File: config.mk
export PLATFORM = sky130hd
export DESIGN_NAME = adc_multilane_serial_interface_flat
export DESIGN_NICKNAME = d
export VERILOG_FILES = /design/src/rtl/adc_if_pkg.sv /design/src/rtl/adc_multilane_serial_interface_if.sv /design/src/rtl/adc_lane_deserializer.sv /design/src/rtl/adc_multilane_serial_interface.sv /design/src/flat_wrapper.sv
export SDC_FILE = /design/constraint.sdc
export NUM_CORES = 1
export LEC_CHECK = 0
export CORE_AREA = 2 2 228 230
export CTS_CLUSTER_DIAMETER = 40
export CTS_CLUSTER_SIZE = 30
export DETAILED_ROUTE_END_ITERATION = 16
export DIE_AREA = 0 0 230 232
export SYNTH_ARGS = -nofsm -noshare
export SYNTH_HDL_FRONTEND = slang
export SYNTH_SLANG_ARGS = --single-unit
File: constraint.sdc
create_clock -name clock -period 2.1 [get_ports clock]
set_clock_uncertainty 0.15 [all_clocks]
set_input_delay 0.21 -clock clock [delete_from_list [all_inputs] [get_ports clock]]
set_output_delay 0.21 -clock clock [all_outputs]
set_load 0.1 [all_outputs]
File: src/rtl/adc_if_pkg.sv
// Shared constants for the multilane ADC deserialiser: FSM encoding,
// bit counter width and drop-counter saturation value.
package adc_if_pkg;

  localparam int BIT_COUNT_W = 6;
  localparam logic [15:0] DROP_CNT_MAX = 16'hFFFF;

  typedef logic [1:0] state_t;

  localparam state_t ST_IDLE    = 2'd0;
  localparam state_t ST_CAPTURE = 2'd1;
  localparam state_t ST_DRAIN   = 2'd2;

endpackage

File: src/rtl/adc_multilane_serial_interface_if.sv
// Sample-buffer side of the ADC deserialiser: lane word, channel tag,
// write strobe and the FIFO full flag.
interface adc_multilane_serial_interface_if #(
  parameter int WORD_WIDTH = 32,
  parameter int LANES      = 4,
  parameter int CH_W       = (LANES > 1) ? $clog2(LANES) : 1
);
  // Handshake: buffer_write_enable is a one-cycle strobe that qualifies
  // adc_channel_data/adc_channel_index. The source only raises it in a cycle
  // that follows a clock edge where it sampled buffer_full low, so the sink
  // never refuses a word; buffer_full high simply pauses the source.
  logic                  buffer_write_enable;
  logic [WORD_WIDTH-1:0] adc_channel_data;
  logic [CH_W-1:0]       adc_channel_index;
  logic                  buffer_full;

  modport master (
    output buffer_write_enable,
    output adc_channel_data,
    output adc_channel_index,
    input  buffer_full
  );

  modport slave (
    input  buffer_write_enable,
    input  adc_channel_data,
    input  adc_channel_index,
    output buffer_full
  );

endinterface

File: src/rtl/adc_lane_deserializer.sv
// One serial ADC lane: input register plus MSB-first shift register.
// word_next is the value the shift register takes on a shift edge.
module adc_lane_deserializer #(
  parameter int WORD_WIDTH = 32
) (
  input  logic                  clock,
  input  logic                  reset_n,
  input  logic                  adc_bit,
  input  logic                  clear,
  input  logic                  shift,
  output logic [WORD_WIDTH-1:0] word_next
);

  logic                  d_r;
  logic [WORD_WIDTH-1:0] sh;

  assign word_next = {sh[WORD_WIDTH-2:0], d_r};

  always_ff @(posedge clock or negedge reset_n) begin
    if (!reset_n) begin
      d_r <= 1'b0;
      sh  <= '0;
    end else begin
      d_r <= adc_bit;
      if (clear) begin
        sh <= '0;
      end else if (shift) begin
        sh <= word_next;
      end
    end
  end

endmodule

File: src/rtl/adc_multilane_serial_interface.sv
// Multilane ADC deserialiser: captures LANES serial words per frame and drains
// them to the sample FIFO one lane per cycle. Define ADC_DROP_COUNT_EN to add
// the 16-bit saturating dropped_frame_count output.
module adc_multilane_serial_interface
  import adc_if_pkg::*;
#(
  parameter int WORD_WIDTH = 32,
  parameter int LANES      = 4,
  parameter int CH_W       = (LANES > 1) ? $clog2(LANES) : 1
) (
  input  logic                   clock,
  input  logic                   reset_n,
  input  logic                   start,
  input  logic                   adc_data_ready,
  input  logic                   adc_clock,
  input  logic [LANES-1:0]       adc_data,
  input  logic                   overrun_clear,
  adc_multilane_serial_interface_if.master buf_if,
  output logic                   frame_done,
  output logic                   overrun,
`ifdef ADC_DROP_COUNT_EN
  output logic [15:0]            dropped_frame_count,
`endif
  output state_t                 dbg_state,
  output logic [BIT_COUNT_W-1:0] dbg_bit_count
);

  localparam logic [BIT_COUNT_W-1:0] BC_FULL  = BIT_COUNT_W'(WORD_WIDTH);
  localparam logic [BIT_COUNT_W-1:0] BC_LAST  = BIT_COUNT_W'(WORD_WIDTH - 1);
  localparam logic [CH_W-1:0]        PTR_LAST = CH_W'(LANES - 1);

  logic                              rdy_r, ck_r, ck_r1;
  logic                              fe, clear_en, shift_en, complete, accept, drop;
  state_t                            state;
  logic [BIT_COUNT_W-1:0]            bit_count;
  logic [CH_W-1:0]                   ptr;
  logic [LANES-1:0][WORD_WIDTH-1:0]  sh_next;
  logic [LANES-1:0][WORD_WIDTH-1:0]  hold;

  // Ready wins over a coincident falling edge; a saturated counter ignores edges.
  assign fe       = ck_r1 & ~ck_r;
  assign clear_en = start & rdy_r;
  assign shift_en = start & ~rdy_r & fe & (bit_count < BC_FULL);
  assign complete = shift_en & (bit_count == BC_LAST);
  assign accept   = complete & (state == ST_CAPTURE) & ~buf_if.buffer_full;
  assign drop     = complete & ~accept;

  assign dbg_state     = state;
  assign dbg_bit_count = bit_count;

  for (genvar l = 0; l < LANES; l++) begin : g_lane
    adc_lane_deserializer #(.WORD_WIDTH(WORD_WIDTH)) u_lane (
      .clock     (clock),
      .reset_n   (reset_n),
      .adc_bit   (adc_data[l]),
      .clear     (clear_en),
      .shift     (shift_en),
      .word_next (sh_next[l])
    );
  end

  always_ff @(posedge clock or negedge reset_n) begin
    if (!reset_n) begin
      rdy_r <= 1'b0;
      ck_r  <= 1'b0;
      ck_r1 <= 1'b0;
    end else begin
      rdy_r <= adc_data_ready;
      ck_r  <= adc_clock;
      ck_r1 <= ck_r;
    end
  end

  always_ff @(posedge clock or negedge reset_n) begin
    if (!reset_n) begin
      state                      <= ST_IDLE;
      bit_count                  <= BC_FULL;
      ptr                        <= '0;
      hold                       <= '0;
      frame_done                 <= 1'b0;
      buf_if.buffer_write_enable <= 1'b0;
      buf_if.adc_channel_data    <= '0;
      buf_if.adc_channel_index   <= '0;
    end else begin
      frame_done                 <= complete;
      buf_if.buffer_write_enable <= 1'b0;
      if (!start) begin
        state     <= ST_IDLE;
        bit_count <= BC_FULL;
        ptr       <= '0;
      end else begin
        if (rdy_r) begin
          bit_count <= '0;
        end else if (shift_en) begin
          bit_count <= bit_count + 1'b1;
        end
        case (state)
          ST_IDLE: state <= ST_CAPTURE;
          ST_CAPTURE: begin
            if (accept) begin
              hold  <= sh_next;
              ptr   <= '0;
              state <= ST_DRAIN;
            end
          end
          ST_DRAIN: begin
            // buffer_full pauses the drain with pointer and data held.
            if (!buf_if.buffer_full) begin
              buf_if.buffer_write_enable <= 1'b1;
              buf_if.adc_channel_data    <= hold[ptr];
              buf_if.adc_channel_index   <= ptr;
              ptr                        <= ptr + 1'b1;
              if (ptr == PTR_LAST) begin
                state <= ST_CAPTURE;
              end
            end
          end
          default: state <= ST_IDLE;
        endcase
      end
    end
  end

  always_ff @(posedge clock or negedge reset_n) begin
    if (!reset_n) begin
      overrun <= 1'b0;
    end else if (drop) begin
      overrun <= 1'b1;
    end else if (overrun_clear) begin
      overrun <= 1'b0;
    end
  end

`ifdef ADC_DROP_COUNT_EN
  always_ff @(posedge clock or negedge reset_n) begin
    if (!reset_n) begin
      dropped_frame_count <= '0;
    end else if (drop) begin
      if (overrun_clear) begin
        dropped_frame_count <= 16'd1;
      end else if (dropped_frame_count != DROP_CNT_MAX) begin
        dropped_frame_count <= dropped_frame_count + 16'd1;
      end
    end else if (overrun_clear) begin
      dropped_frame_count <= '0;
    end
  end
`endif

endmodule
File: src/flat_wrapper.sv
// flat-port wrapper written by rule: the top's interface ports become plain ports
module adc_multilane_serial_interface_flat import adc_if_pkg::*;
#(
  parameter int WORD_WIDTH = 32,
  parameter int LANES      = 4,
  parameter int CH_W       = (LANES > 1) ? $clog2(LANES) : 1
)
  (clock, reset_n, start, adc_data_ready, adc_clock, adc_data, overrun_clear, frame_done, overrun, dbg_state, dbg_bit_count, buf_if_buffer_write_enable, buf_if_adc_channel_data, buf_if_adc_channel_index, buf_if_buffer_full);
  adc_multilane_serial_interface_if #(.WORD_WIDTH(WORD_WIDTH), .LANES(LANES), .CH_W(CH_W)) buf_if_i ();
  input  logic clock;
  input  logic reset_n;
  input  logic start;
  input  logic adc_data_ready;
  input  logic adc_clock;
  input  logic [LANES-1:0] adc_data;
  input  logic overrun_clear;
  output logic frame_done;
  output logic overrun;
  output state_t dbg_state;
  output logic [BIT_COUNT_W-1:0] dbg_bit_count;
  output wire logic [$bits(buf_if_i.buffer_write_enable)-1:0] buf_if_buffer_write_enable;
  output wire logic [$bits(buf_if_i.adc_channel_data)-1:0] buf_if_adc_channel_data;
  output wire logic [$bits(buf_if_i.adc_channel_index)-1:0] buf_if_adc_channel_index;
  input wire logic [$bits(buf_if_i.buffer_full)-1:0] buf_if_buffer_full;
  assign buf_if_buffer_write_enable = buf_if_i.buffer_write_enable;
  assign buf_if_adc_channel_data = buf_if_i.adc_channel_data;
  assign buf_if_adc_channel_index = buf_if_i.adc_channel_index;
  assign buf_if_i.buffer_full = buf_if_buffer_full;
  adc_multilane_serial_interface #(.WORD_WIDTH(WORD_WIDTH), .LANES(LANES), .CH_W(CH_W)) u_core (.clock(clock), .reset_n(reset_n), .start(start), .adc_data_ready(adc_data_ready), .adc_clock(adc_clock), .adc_data(adc_data), .overrun_clear(overrun_clear), .buf_if(buf_if_i), .frame_done(frame_done), .overrun(overrun), .dbg_state(dbg_state), .dbg_bit_count(dbg_bit_count));
endmodule
==> impl_metrics.tcl <==
set metrics [dict create \
    status "complete, but fails checks" \
    violations "setup timing" \
    die_x_um 230 \
    cts_made_buffers 34 \
    crit_buf_inv 2 \
    synth_top_cell_area_share 0.604 \
    nNetsFinal 1088 \
    clk_pin_slew_ns 0.06 \
    final-max-slew-violation-count 0 \
    hpwl_mm 17.3 \
    fp-row-count 83 \
    post-route-util 0.306 \
    slew_headroom 0.628 \
    hold_path.class "input port to asynchronous set/reset pin" \
    cp.arrival_ns 2.42 \
    syn_area_um2 12600 \
    initial_core_util 0.249 \
    io_pins 56 \
    synth_top_area_cell "dfrtp_1" \
    syn_nets 1016 \
    core_area_um2 50900 \
    grt_setup_unrepaired "true" \
    grt_pass1_vias 8490 \
    wl_per_cell_um 15.7 \
    cp_slowest_cell "dfrtp_4" \
    fmax_mhz 459 \
    synth_cells 1003 \
    fin_ws_ns -0.0781 \
    fin_crit_sh 1.04 \
    cts_buffer_depth 3 \
    crit_path_end_kind "flip-flop" \
    die_y_um 232 \
    p_leak_nw 7.05 \
    worstSetupPathType "flip-flop to flip-flop" \
    ant_nets 0 \
    grt_max_degree 66 \
    wl_mm 28.0 \
    cts_tree "built" \
    syn_area_per_cell_um2 12.6 \
    drc 0 \
    dpl_worst_slack_ns -0.234 \
    ys_top_cells_by_count "305 x dfrtp_1, 128 x o21ai_0, 127 x nand2_1" \
    yosysWarningCount 0 \
    dr.pass1.iters 4 \
    cts.sinks 306 \
    timing.max_cap.violations 0 \
    setup_viol 101 \
    worst_hold_slack_ns 0.0794 \
    tns_ns -2.53 \
    via_per_inst 4.54 \
    grt_overflow 0 \
    tightest_slew_ns 0.558 \
    port_buffers 55 \
    yosysMostFrequentCell "dfrtp_1" \
    peakVddDrop_mv 0.480 \
    h-tree-depth 2 \
    worstPathCellList "or3b_4 -> nor4_4 -> buf_12 -> buf_12 -> mux2_2" \
    track_usage 0.107 \
    antenna_found_initial 0 \
    vias 8081 \
    period_minus_slack_ns 2.18 \
    root_buffer "clkbuf_16" \
    areaGrowthSynthToFinish_pct 23.2 \
    gp_congestion 0.743 \
    crit_top_cell "buf_12" \
    synth_seq_cells 306 \
    ys_top_cells_by_area "dfrtp_1 60%, mux2_1 7.7%, mux2_2 6.7%, mux4_2 5.7%, o21ai_0 5.1%" \
    drive_gt1_frac 0.264 \
    required_ns 2.34 \
    start_kind "flip-flop" \
    synth-main-ff-cell "dfrtp_1" \
    grt_pass1_wl_mm 46.8 \
    ys_async_sr_fraction 1.00 \
    drt_iter0_drc 598 \
    synth_seq_area_share 0.606 \
    cp_top_family "simple AND/OR/NAND/NOR gates" \
    synth_edf_count 0 \
    total_power_w 0.0122 \
    clock_latency_ns 0.52 \
    synthDistinctLibCells 42 \
    dieArea_um2 53400 \
    slowest_delay_ns 0.47 \
    powerDensity_nw_per_um2 786 \
    finalHoldViolations 0 \
    diodes 0 \
    path_max_fanout 23 \
]
power by group:
| part | switching [W] | internal, W | total (W) |
|---|---|---|---|
| registers | 0.0000111 | 0.00591 | 0.00592 |
| clock network | 0.00260 | 0.00331 | 0.00591 |
| logic | 0.000295 | 0.000116 | 0.000411 |
| total | 0.00291 | 0.00934 | 0.0122 |
logic make-up after synthesis:
family / synth area share
AND/OR/NAND/NOR: 0.101
XOR/XNOR: 0.00139
buffers and inverters: 0.0319
flip-flops: 0.606
AO/OA/AOI/OAI: 0.0564
multiplexers: 0.202
adder cells (fa/ha/maj): 0.00198
stage by stage:
step	cell area [um2]	instances
after detailed placement	14400	1712
after CTS	15600	1780
after global placement	14400	1712
after global routing	15600	1780
final	15600	1780
after floorplan	12700	1003
layout by cell type (no fill, tap or decap), types with 9 or more instances in the layout:
cell type and n:
dfrtp_1 297, o21ai_0 128, nand2_1 126, nand3_1 124, mux2_1 84, buf_4 75, mux2_2 72, clkbuf_16 35
mux4_2 32, buf_12 26, clkdlybuf4s50_1 9
path summary, 6_finish.rpt:
check                                     from                                 to  slack [ns]  depth (start not counted)
max                        u_core.dbg_state[1]                    u_core.hold[27]       -0.08                          5
min                                    reset_n  u_core.buf_if.adc_channel_data[4]        0.08                          2
max reg2reg                u_core.dbg_state[1]                    u_core.hold[27]       -0.08                          5
min reg2reg                    u_core.hold[69]                    u_core.hold[69]        0.33                          1
max in group asynchronous              reset_n                    u_core.hold[25]        0.97                          3
min in group clock                 adc_data[3]        u_core.g_lane[3].u_lane.d_r        0.08                          1
final cells by class:
type | count | area, um2
clock inverter | 23 | 216
sequential | 306 | 7680
timing repair buffer | 117 | 1250
inverter | 4 | 15.0
multi-input combinational | 612 | 4670
fill | 5156 | 35300
clock buffer | 38 | 897
tap | 680 | 851
flip-flops by register name, indices dropped and copies added (netlist names):
| signal | cells |
|---|---|
| u_core.hold | 128 |
| u_core.g_lane.u_lane.sh | 124 |
| u_core.buf_if.buffer_write_enable | 1 |
| u_core.overrun | 1 |
| u_core.ck_r1 | 1 |
| u_core.ck_r | 1 |
| u_core.dbg_bit_count | 6 |
| u_core.frame_done | 1 |
| u_core.buf_if.adc_channel_data | 32 |
| u_core.rdy_r | 1 |
| u_core.g_lane.u_lane.d_r | 4 |
| u_core.ptr | 2 |
| u_core.buf_if.adc_channel_index | 2 |
| u_core.dbg_state | 2 |
per-layer routing:
layer,track usage,up-vias,share of wire,routed length (um)
met5,0,-,0,0
met3,0.0246,42,0.052,1470
met1,0.146,4209,0.46,13000
met2,0.165,127,0.46,12900
met4,0.0379,0,0.025,698
li1,-,3703,-,-
what timing repair did:
action                                  CTS  global route
endpoints found under the hold margin   265             0
hold buffers                              6             0
endpoints found under the setup margin  118           125
gates resized for setup                   5             0
setup buffers                             1             0
Note: power is estimated with default switching activity, not from simulation.
